[config.mk]
export PLATFORM = sky130hd
export DESIGN_NAME = pipe_hazard_ctrl_flat
export DESIGN_NICKNAME = d
export VERILOG_FILES = /design/src/rtl/pipe_hazard_ctrl_pkg.sv /design/src/rtl/pipe_hazard_ctrl_if.sv /design/src/rtl/pipe_fwd_unit.sv /design/src/rtl/pipe_hazard_ctrl.sv /design/src/flat_wrapper.sv
export SDC_FILE = /design/constraint.sdc
export NUM_CORES = 1
export LEC_CHECK = 0
export CORE_MARGIN = 2
export CORE_UTILIZATION = 40
export CTS_BUF_LIST = sky130_fd_sc_hd__clkbuf_16
export CTS_CLUSTER_SIZE = 24
export DETAILED_ROUTE_END_ITERATION = 10
export HOLD_SLACK_MARGIN = 0.02
export PLACE_DENSITY = 0.8
export SLEW_MARGIN = 20
export SYNTH_ARGS = -nofsm -noshare
export SYNTH_HDL_FRONTEND = slang
export SYNTH_SLANG_ARGS = --single-unit
[constraint.sdc]
create_clock -name clk -period 4.5 [get_ports clk]
set_input_delay 0.675 -clock clk [delete_from_list [all_inputs] [get_ports clk]]
set_output_delay 0.675 -clock clk [all_outputs]
set_load 0.02 [all_outputs]
[src/rtl/pipe_hazard_ctrl_pkg.sv]
`default_nettype none
// +--------------------------------------------------------------------------+
// | Module   : pipe_hazard_ctrl_pkg                                          |
// | Purpose  : Shared types and constants for the pipeline hazard controller:|
// |            FSM state encoding, forwarding select codes, the hard-wired   |
// |            zero register, event-counter width and a register-match      |
// |            helper used by the forwarding unit.                          |
// | Revision : 1.0 - initial release                                         |
// +--------------------------------------------------------------------------+
package pipe_hazard_ctrl_pkg;

  typedef enum logic [1:0] {
    ST_RUN   = 2'd0,
    ST_FLUSH = 2'd1,
    ST_HOLD  = 2'd2
  } hz_state_t;

  // ALU operand source select
  localparam logic [1:0] c_fwd_rf    = 2'b00;
  localparam logic [1:0] c_fwd_exmem = 2'b10;
  localparam logic [1:0] c_fwd_memwb = 2'b01;

  localparam logic [4:0] c_reg_zero = 5'd0;

  localparam int                   c_cnt_w   = 16;
  localparam logic [c_cnt_w-1:0]   c_cnt_max = {c_cnt_w{1'b1}};
  localparam logic [c_cnt_w-1:0]   c_cnt_one = {{(c_cnt_w-1){1'b0}}, 1'b1};

  // A producer matches a consumer source only when it actually writes,
  // targets a real register (r0 is never written) and the source is read.
  function automatic logic reg_match(input logic       we,
                                     input logic [4:0] rd,
                                     input logic       uses,
                                     input logic [4:0] src);
    return we && (rd != c_reg_zero) && uses && (rd == src);
  endfunction

endpackage
`default_nettype wire

[src/rtl/pipe_hazard_ctrl_if.sv]
`default_nettype none
// +--------------------------------------------------------------------------+
// | Module   : pipe_hazard_ctrl_if                                           |
// | Purpose  : Bundle of pipeline-stage status inputs and hazard control     |
// |            outputs of the hazard controller.                             |
// |            master : pipeline side (drives stage fields, receives control)|
// |            slave  : hazard controller side                               |
// | Revision : 1.0 - initial release                                         |
// +--------------------------------------------------------------------------+
interface pipe_hazard_ctrl_if;
  import pipe_hazard_ctrl_pkg::*;

  // ID stage sources
  logic [4:0]         id_rs;
  logic [4:0]         id_rt;
  logic               id_uses_rs;
  logic               id_uses_rt;
  // ID/EX, EX/MEM, MEM/WB producers
  logic [4:0]         ex_rd;
  logic               ex_reg_write;
  logic               ex_mem_read;
  logic [4:0]         mem_rd;
  logic               mem_reg_write;
  logic [4:0]         wb_rd;
  logic               wb_reg_write;
  logic               ex_branch_taken;
  // Control outputs
  logic               pc_stall;
  logic               if_id_stall;
  logic               if_id_flush;
  logic               id_ex_bubble;
  logic [1:0]         fwd_a;
  logic [1:0]         fwd_b;
  logic [1:0]         hz_state;
  logic [c_cnt_w-1:0] stall_count;
  logic [c_cnt_w-1:0] flush_count;

  modport master (
    output id_rs, id_rt, id_uses_rs, id_uses_rt,
    output ex_rd, ex_reg_write, ex_mem_read,
    output mem_rd, mem_reg_write, wb_rd, wb_reg_write, ex_branch_taken,
    input  pc_stall, if_id_stall, if_id_flush, id_ex_bubble,
    input  fwd_a, fwd_b, hz_state, stall_count, flush_count
  );

  modport slave (
    input  id_rs, id_rt, id_uses_rs, id_uses_rt,
    input  ex_rd, ex_reg_write, ex_mem_read,
    input  mem_rd, mem_reg_write, wb_rd, wb_reg_write, ex_branch_taken,
    output pc_stall, if_id_stall, if_id_flush, id_ex_bubble,
    output fwd_a, fwd_b, hz_state, stall_count, flush_count
  );

endinterface
`default_nettype wire

[src/rtl/pipe_fwd_unit.sv]
`default_nettype none
// +--------------------------------------------------------------------------+
// | Module   : pipe_fwd_unit                                                 |
// | Purpose  : Per-operand source matching against the ID/EX, EX/MEM and     |
// |            MEM/WB producers, plus the forwarding select for that operand.|
// | Ports    : i_src/i_uses       - source register and its read flag        |
// |            i_ex_* / i_mem_* / i_wb_* - producer destination and enables  |
// |            o_fwd              - 00 RF, 10 EX/MEM, 01 MEM/WB              |
// |            o_ex_hit/o_mem_hit - source matches ID/EX / EX/MEM producer   |
// |            o_load_use         - source matches a load sitting in ID/EX   |
// | Revision : 1.0 - initial release                                         |
// +--------------------------------------------------------------------------+
module pipe_fwd_unit
  import pipe_hazard_ctrl_pkg::*;
(
  input  logic [4:0] i_src,
  input  logic       i_uses,
  input  logic [4:0] i_ex_rd,
  input  logic       i_ex_reg_write,
  input  logic       i_ex_mem_read,
  input  logic [4:0] i_mem_rd,
  input  logic       i_mem_reg_write,
  input  logic [4:0] i_wb_rd,
  input  logic       i_wb_reg_write,
  output logic [1:0] o_fwd,
  output logic       o_ex_hit,
  output logic       o_mem_hit,
  output logic       o_load_use
);

  logic w_wb_hit;

  assign o_ex_hit   = reg_match(i_ex_reg_write,  i_ex_rd,  i_uses, i_src);
  assign o_mem_hit  = reg_match(i_mem_reg_write, i_mem_rd, i_uses, i_src);
  assign w_wb_hit   = reg_match(i_wb_reg_write,  i_wb_rd,  i_uses, i_src);
  assign o_load_use = o_ex_hit & i_ex_mem_read;

  // EX/MEM holds the younger value, so it wins over MEM/WB.
  always_comb begin
    o_fwd = c_fwd_rf;
    if (o_mem_hit)
      o_fwd = c_fwd_exmem;
    else if (w_wb_hit)
      o_fwd = c_fwd_memwb;
  end

endmodule
`default_nettype wire

[src/rtl/pipe_hazard_ctrl.sv]
`default_nettype none
// +--------------------------------------------------------------------------+
// | Module   : pipe_hazard_ctrl                                              |
// | Purpose  : Hazard control for a 5-stage pipeline: load-use / RAW stall,  |
// |            branch flush, operand forwarding select and event counters.   |
// | Ports    : clk, reset (async, active-high)                                |
// |            hz : pipe_hazard_ctrl_if.slave (stage status in, control out) |
// | Config   : HAZARD_FWD_EN defined   - forwarding active, only load-use    |
// |                                      stalls                              |
// |            HAZARD_FWD_EN undefined - fwd_a/fwd_b = 00, any ID/EX or      |
// |                                      EX/MEM match stalls                 |
// | Revision : 1.0 - initial release                                         |
// +--------------------------------------------------------------------------+
module pipe_hazard_ctrl
  import pipe_hazard_ctrl_pkg::*;
(
  input  logic              clk,
  input  logic              reset,
  pipe_hazard_ctrl_if.slave hz
);

  hz_state_t          r_state;
  hz_state_t          w_next;
  logic [c_cnt_w-1:0] r_stall_cnt;
  logic [c_cnt_w-1:0] r_flush_cnt;

  logic [1:0] w_fwd_a, w_fwd_b, w_fwd_sel_a, w_fwd_sel_b;
  logic       w_ld_a, w_ld_b, w_ex_a, w_ex_b, w_mem_a, w_mem_b;
  logic       w_hazard;
  logic       w_stall, w_flush, w_bubble;

  pipe_fwd_unit u_fwd_a (
    .i_src           (hz.id_rs),
    .i_uses          (hz.id_uses_rs),
    .i_ex_rd         (hz.ex_rd),
    .i_ex_reg_write  (hz.ex_reg_write),
    .i_ex_mem_read   (hz.ex_mem_read),
    .i_mem_rd        (hz.mem_rd),
    .i_mem_reg_write (hz.mem_reg_write),
    .i_wb_rd         (hz.wb_rd),
    .i_wb_reg_write  (hz.wb_reg_write),
    .o_fwd           (w_fwd_a),
    .o_ex_hit        (w_ex_a),
    .o_mem_hit       (w_mem_a),
    .o_load_use      (w_ld_a)
  );

  pipe_fwd_unit u_fwd_b (
    .i_src           (hz.id_rt),
    .i_uses          (hz.id_uses_rt),
    .i_ex_rd         (hz.ex_rd),
    .i_ex_reg_write  (hz.ex_reg_write),
    .i_ex_mem_read   (hz.ex_mem_read),
    .i_mem_rd        (hz.mem_rd),
    .i_mem_reg_write (hz.mem_reg_write),
    .i_wb_rd         (hz.wb_rd),
    .i_wb_reg_write  (hz.wb_reg_write),
    .o_fwd           (w_fwd_b),
    .o_ex_hit        (w_ex_b),
    .o_mem_hit       (w_mem_b),
    .o_load_use      (w_ld_b)
  );

`ifdef HAZARD_FWD_EN
  // Bypass covers every RAW case except a load whose data is not yet read.
  logic w_unused_hits;
  assign w_unused_hits = ^{w_ex_a, w_ex_b, w_mem_a, w_mem_b};
  assign w_hazard      = w_ld_a | w_ld_b;
  assign w_fwd_sel_a   = w_fwd_a;
  assign w_fwd_sel_b   = w_fwd_b;
`else
  // No bypass: wait until the producer has left EX/MEM; the register file
  // is assumed write-before-read for the MEM/WB producer.
  logic w_unused_fwd;
  assign w_unused_fwd  = ^{w_fwd_a, w_fwd_b, w_ld_a, w_ld_b};
  assign w_hazard      = w_ex_a | w_ex_b | w_mem_a | w_mem_b;
  assign w_fwd_sel_a   = c_fwd_rf;
  assign w_fwd_sel_b   = c_fwd_rf;
`endif

  // Mealy control: outputs settle in the first half of the cycle so the
  // pipeline registers see them at their negedge capture.
  always_comb begin
    w_next   = r_state;
    w_stall  = 1'b0;
    w_flush  = 1'b0;
    w_bubble = 1'b0;
    case (r_state)
      ST_RUN: begin
        if (hz.ex_branch_taken) begin
          w_flush  = 1'b1;
          w_bubble = 1'b1;
          w_next   = ST_FLUSH;
        end else if (w_hazard) begin
          w_stall  = 1'b1;
          w_bubble = 1'b1;
          w_next   = ST_HOLD;
        end
      end
      ST_FLUSH: begin
        w_bubble = 1'b1;
        w_next   = ST_RUN;
      end
      ST_HOLD: begin
        if (w_hazard) begin
          w_stall  = 1'b1;
          w_bubble = 1'b1;
        end else begin
          w_next   = ST_RUN;
        end
      end
      default: w_next = ST_RUN;
    endcase
    if (reset) begin
      w_next   = ST_RUN;
      w_stall  = 1'b0;
      w_flush  = 1'b0;
      w_bubble = 1'b0;
    end
  end

  always_ff @(posedge clk or posedge reset) begin
    if (reset) begin
      r_state     <= ST_RUN;
      r_stall_cnt <= '0;
      r_flush_cnt <= '0;
    end else begin
      r_state <= w_next;
      if (w_stall && (r_stall_cnt != c_cnt_max))
        r_stall_cnt <= r_stall_cnt + c_cnt_one;
      if (w_flush && (r_flush_cnt != c_cnt_max))
        r_flush_cnt <= r_flush_cnt + c_cnt_one;
    end
  end

  assign hz.pc_stall     = w_stall;
  assign hz.if_id_stall  = w_stall;
  assign hz.if_id_flush  = w_flush;
  assign hz.id_ex_bubble = w_bubble;
  assign hz.fwd_a        = reset ? c_fwd_rf : w_fwd_sel_a;
  assign hz.fwd_b        = reset ? c_fwd_rf : w_fwd_sel_b;
  assign hz.hz_state     = r_state;
  assign hz.stall_count  = r_stall_cnt;
  assign hz.flush_count  = r_flush_cnt;

endmodule
`default_nettype wire

[src/flat_wrapper.sv]
// flat-port wrapper written by rule: the top's interface ports become plain ports
module pipe_hazard_ctrl_flat import pipe_hazard_ctrl_pkg::*;
  (clk, reset, hz_id_rs, hz_id_rt, hz_id_uses_rs, hz_id_uses_rt, hz_ex_rd, hz_ex_reg_write, hz_ex_mem_read, hz_mem_rd, hz_mem_reg_write, hz_wb_rd, hz_wb_reg_write, hz_ex_branch_taken, hz_pc_stall, hz_if_id_stall, hz_if_id_flush, hz_id_ex_bubble, hz_fwd_a, hz_fwd_b, hz_hz_state, hz_stall_count, hz_flush_count);
  pipe_hazard_ctrl_if hz_i ();
  input  logic clk;
  input  logic reset;
  input wire logic [$bits(hz_i.id_rs)-1:0] hz_id_rs;
  input wire logic [$bits(hz_i.id_rt)-1:0] hz_id_rt;
  input wire logic [$bits(hz_i.id_uses_rs)-1:0] hz_id_uses_rs;
  input wire logic [$bits(hz_i.id_uses_rt)-1:0] hz_id_uses_rt;
  input wire logic [$bits(hz_i.ex_rd)-1:0] hz_ex_rd;
  input wire logic [$bits(hz_i.ex_reg_write)-1:0] hz_ex_reg_write;
  input wire logic [$bits(hz_i.ex_mem_read)-1:0] hz_ex_mem_read;
  input wire logic [$bits(hz_i.mem_rd)-1:0] hz_mem_rd;
  input wire logic [$bits(hz_i.mem_reg_write)-1:0] hz_mem_reg_write;
  input wire logic [$bits(hz_i.wb_rd)-1:0] hz_wb_rd;
  input wire logic [$bits(hz_i.wb_reg_write)-1:0] hz_wb_reg_write;
  input wire logic [$bits(hz_i.ex_branch_taken)-1:0] hz_ex_branch_taken;
  output wire logic [$bits(hz_i.pc_stall)-1:0] hz_pc_stall;
  output wire logic [$bits(hz_i.if_id_stall)-1:0] hz_if_id_stall;
  output wire logic [$bits(hz_i.if_id_flush)-1:0] hz_if_id_flush;
  output wire logic [$bits(hz_i.id_ex_bubble)-1:0] hz_id_ex_bubble;
  output wire logic [$bits(hz_i.fwd_a)-1:0] hz_fwd_a;
  output wire logic [$bits(hz_i.fwd_b)-1:0] hz_fwd_b;
  output wire logic [$bits(hz_i.hz_state)-1:0] hz_hz_state;
  output wire logic [$bits(hz_i.stall_count)-1:0] hz_stall_count;
  output wire logic [$bits(hz_i.flush_count)-1:0] hz_flush_count;
  assign hz_i.id_rs = hz_id_rs;
  assign hz_i.id_rt = hz_id_rt;
  assign hz_i.id_uses_rs = hz_id_uses_rs;
  assign hz_i.id_uses_rt = hz_id_uses_rt;
  assign hz_i.ex_rd = hz_ex_rd;
  assign hz_i.ex_reg_write = hz_ex_reg_write;
  assign hz_i.ex_mem_read = hz_ex_mem_read;
  assign hz_i.mem_rd = hz_mem_rd;
  assign hz_i.mem_reg_write = hz_mem_reg_write;
  assign hz_i.wb_rd = hz_wb_rd;
  assign hz_i.wb_reg_write = hz_wb_reg_write;
  assign hz_i.ex_branch_taken = hz_ex_branch_taken;
  assign hz_pc_stall = hz_i.pc_stall;
  assign hz_if_id_stall = hz_i.if_id_stall;
  assign hz_if_id_flush = hz_i.if_id_flush;
  assign hz_id_ex_bubble = hz_i.id_ex_bubble;
  assign hz_fwd_a = hz_i.fwd_a;
  assign hz_fwd_b = hz_i.fwd_b;
  assign hz_hz_state = hz_i.hz_state;
  assign hz_stall_count = hz_i.stall_count;
  assign hz_flush_count = hz_i.flush_count;
  pipe_hazard_ctrl u_core (.clk(clk), .reset(reset), .hz(hz_i));
endmodule
==> parameters.txt <==
Parameter                              Value

Setup path
  Worst R2R Setup Slack    2.13 ns
  Critical Path Start Type    input port
  CP max-delay cell    sky130_fd_sc_hd__clkdlybuf4s50_1
  Data required time of the critical path    3.83 ns
  Reg2reg start    u_core.hz.stall_count[7]
  Cell-by-cell trace of the critical path    clkdlybuf4s50_1, xor2_1, nor4_2, a32oi_1, o22a_2, o22a_2, nor2_1, clkdlybuf4s50_1
  Type of the setup path with the least slack    in -> out
  Worst reg2reg path endpoint    u_core.hz.stall_count[1]
  Buffers plus inverters on the worst setup path    2
  R2R depth    5
  Critical Path Fanout Max    4
  Highest cell delay on the worst timing path    0.60 ns
  WP data arrival    3.00 ns
  Endpoint class of the critical path    output port
  Kind of cell adding the most delay to the critical path    buffers and inverters

Synth
  Sequential element share of the synthesized area    45.70%
  FF+latch count, synth    34
  Number of synthesized flops with an enable pin    0
  Number of library cell types mapped by synthesis    29
  Synth top area cells    sky130_fd_sc_hd__dfrtp_1 (46%), sky130_fd_sc_hd__xnor2_1 (12%), sky130_fd_sc_hd__xor2_1 (11%), sky130_fd_sc_hd__nand2_1 (3.4%), sky130_fd_sc_hd__nand4_1 (3.0%)
  Top_reg_cell synth    sky130_fd_sc_hd__dfrtp_1
  Post-synthesis async set-or-reset flop share    100.0%
  Most used standard cell by instance count after synthesis    sky130_fd_sc_hd__dfrtp_1
  Gate Count Post-Synth    179
  Netlist area before placement    0.001862 mm²
  Yosys top cell area share    45.70%
  Most frequent cells after synthesis    sky130_fd_sc_hd__dfrtp_1 (34), sky130_fd_sc_hd__xnor2_1 (26), sky130_fd_sc_hd__xor2_1 (24), sky130_fd_sc_hd__nand2_1 (17), sky130_fd_sc_hd__nor2_1 (15)
  Avg Synthesized Cell Area    10.40 µm²
  Number of warnings reported in the yosys synthesis log    0
  Largest area contributor in the netlist    sky130_fd_sc_hd__dfrtp_1

Die
  Initial Util    42.18%
  Count of standard-cell rows    24
  Die boundary height    72.23 µm
  Die Area    0.005216 mm²
  IO Count    76
  Width of the die    72.23 µm
  Placeable core region    0.004414 mm²

Worst hold path
  Hold-critical path endpoint    u_core.hz.flush_count[13]
  Hold Crit Depth    1
  Worst hold-check path type    reg -> reg
  Launch instance of the worst min-delay path    u_core.hz.flush_count[13]

Place
  Last weighted congestion value of the routability-driven placer    0.8747
  HPWL after detailed placement    3134 µm
  Pre-CTS setup slack    0.8305 ns
  Port Buffer Count    64
  Post-place instance area    0.002537 mm²
  Instance count after placement with tap cells included    293

Route
  Detailed-route wire length per cell    14.15 µm
  Iteration count of the initial detailed-routing pass    4
  Detail-routed via count per cell    5.033
  Number of vias after detailed routing    1510
  Drt initial violations    44
  Wire length after detailed routing    4246 µm
  DRC violation count after routing    0
  Residual antenna-violating net count after detailed routing    0

Power
  Leakage component of the power    1.112 nW
  Peak ir drop on the vdd network    0.3147 mV
  P per Cell Area    338.6 mW/mm²

STA
  Relative max-transition margin    49.79%
  Slack of the critical path    0.8273 ns
  Timing-limited maximum frequency    272.3 MHz
  Slew Viols, Final    0
  Post-Route Setup TNS    0 ns
  Hold violation total from the final report    0
  Worst-Margin Slew    0.7531 ns
  Setup violations, final    0
  Final Critical Period    3.673 ns
  Tcrit/Tclk final    81.62%
  Final Skew    0.003850 ns
  Worst hold slack    0.4830 ns
  Unrepaired setup endpoints after global routing    false

Clocking
  Insertion delay of the later-clocked pin in the worst-skew pair    0.27 ns
  Post_cts resized    0
  Setup Buffers After CTS    0
  CTS tree    built
  Clock-pin slew of the registers on the worst-case setup and hold paths    0.05 ns
  CTS buffer count    5
  Cell chosen for the clock root    sky130_fd_sc_hd__clkbuf_16
  Max Root-Sink Buffers    2
  Count of H-tree levels built during CTS    2
  Clk sinks    34
  Hold Buf Count CTS    0

Finish
  Layout area overhead    43.62%
  Total number of nets in the final design    284
  Final cell count without fillers    300
  Count of fill cells added during filler insertion    390
  Fraction of layout cells with a size suffix above 1    7.258%
  Antenna diodes    0
  Final instance area    0.002674 mm²

Global routing
  Vias in the first global route    1413
  Antenna violations before repair    0
  Global-route usage over all layers    16.65%
  Largest net degree at the start of global routing    35
  GRT met3 Usage    4.583%
  M2 GR Usage    23.96%
  Total congestion overflow after global routing    0
  First-pass GRT wire length    6693 µm
  Met1 usage in global routing    23.92%
  Global route hottest layer    met2

Flow run
  Max-cap violations    0

Run status
  Run status    finished, final reports clean
==> flip-flops by register name (all words and copies together), names as in the netlist <==
name                   count
u_core.hz.flush_count     16
u_core.hz.hz_state         2
u_core.hz.stall_count     16
==> cell families after synthesis <==
group / count (synthesis) / share of synthesized area, %
other: 1 / 0.2014
AOI/OAI and AO/OA: 8 / 4.234
xor gates and xnor gates: 50 / 23.52
buffers and inverters: 10 / 3.427
muxes: 2 / 1.210
adders and majority gates: 2 / 1.344
DFF: 34 / 45.70
and+or+nand+nor: 72 / 20.36
==> placed cells by master, fill, tap and decap left out, types with 3 or more instances in the layout <==
master / instances
sky130_fd_sc_hd__clkdlybuf4s50_1: 64
sky130_fd_sc_hd__dfrtp_1: 34
sky130_fd_sc_hd__nand2_1: 17
sky130_fd_sc_hd__inv_1: 5
sky130_fd_sc_hd__o21ai_0: 3
sky130_fd_sc_hd__nor4_1: 3
sky130_fd_sc_hd__xor2_1: 24
sky130_fd_sc_hd__clkbuf_16: 5
sky130_fd_sc_hd__nand3_1: 8
sky130_fd_sc_hd__xnor2_1: 26
sky130_fd_sc_hd__nor3_1: 4
sky130_fd_sc_hd__conb_1: 4
sky130_fd_sc_hd__and4_1: 3
sky130_fd_sc_hd__nand4_1: 9
sky130_fd_sc_hd__nor2_1: 15
==> per-stage QoR <==
| step | power [mW] | utilization, % |
|---|---|---|
| after floorplan | 0.4841 | - |
| final | 0.9054 | 60.57 |
| after global routing | 0.9495 | 60.57 |
| after global placement | 0.5886 | 57.48 |
| after CTS | 0.9156 | 60.57 |
| after detailed placement | 0.5949 | 57.48 |
==> power breakdown <==
part | leakage [nW] | switching (mW) | internal, mW | total (mW)
logic | 0.584 | 0.0996 | 0.111 | 0.211
registers | 0.461 | 0.0436 | 0.336 | 0.380
clock network | 0.0671 | 0.116 | 0.199 | 0.315
total | 1.11 | 0.259 | 0.647 | 0.905
==> worst max-delay path by stage <==
stage | startpoint | to | slack [ns] | cells after the start
finish | hz_mem_rd[1] | hz_id_ex_bubble | 0.83 | 8
floorplan | hz_id_rt[4] | hz_pc_stall | 1.80 | 6
detailed placement | hz_mem_rd[1] | hz_id_ex_bubble | 0.83 | 8
CTS | hz_mem_rd[1] | hz_id_ex_bubble | 0.82 | 8
global placement | hz_ex_rd[1] | hz_id_ex_bubble | 0.83 | 8
global route | hz_ex_rd[4] | hz_id_ex_bubble | 0.70 | 8
==> layer usage <==
layer,vias to the layer above,part of all wire [%]
met5,-,0
met4,0,1.4
met3,4,8.5
met2,55,44
met1,710,46
li1,741,-
==> area by class of cell <==
type                    instances  area (µm²)  area share [%]
well taps                      52       65.06           2.433
inverters                       4       15.01          0.5615
clock buffers                   5       125.1           4.679
repair buffers                 65       648.1           24.24
multi-input cells             138       958.4           35.84
flip-flops and latches         34       850.8           31.82
clock inverters                 2       11.26          0.4212
==> worst reg2reg max path, cell delays in order (launching register included) <==
cell	delay [ns]
sky130_fd_sc_hd__dfrtp_1	0.43
sky130_fd_sc_hd__and4_1	0.26
sky130_fd_sc_hd__and3_2	0.24
sky130_fd_sc_hd__and3_2	0.24
sky130_fd_sc_hd__a311oi_4	0.67
sky130_fd_sc_hd__mux2_2	0.41
(Power assumes the default switching activity.)
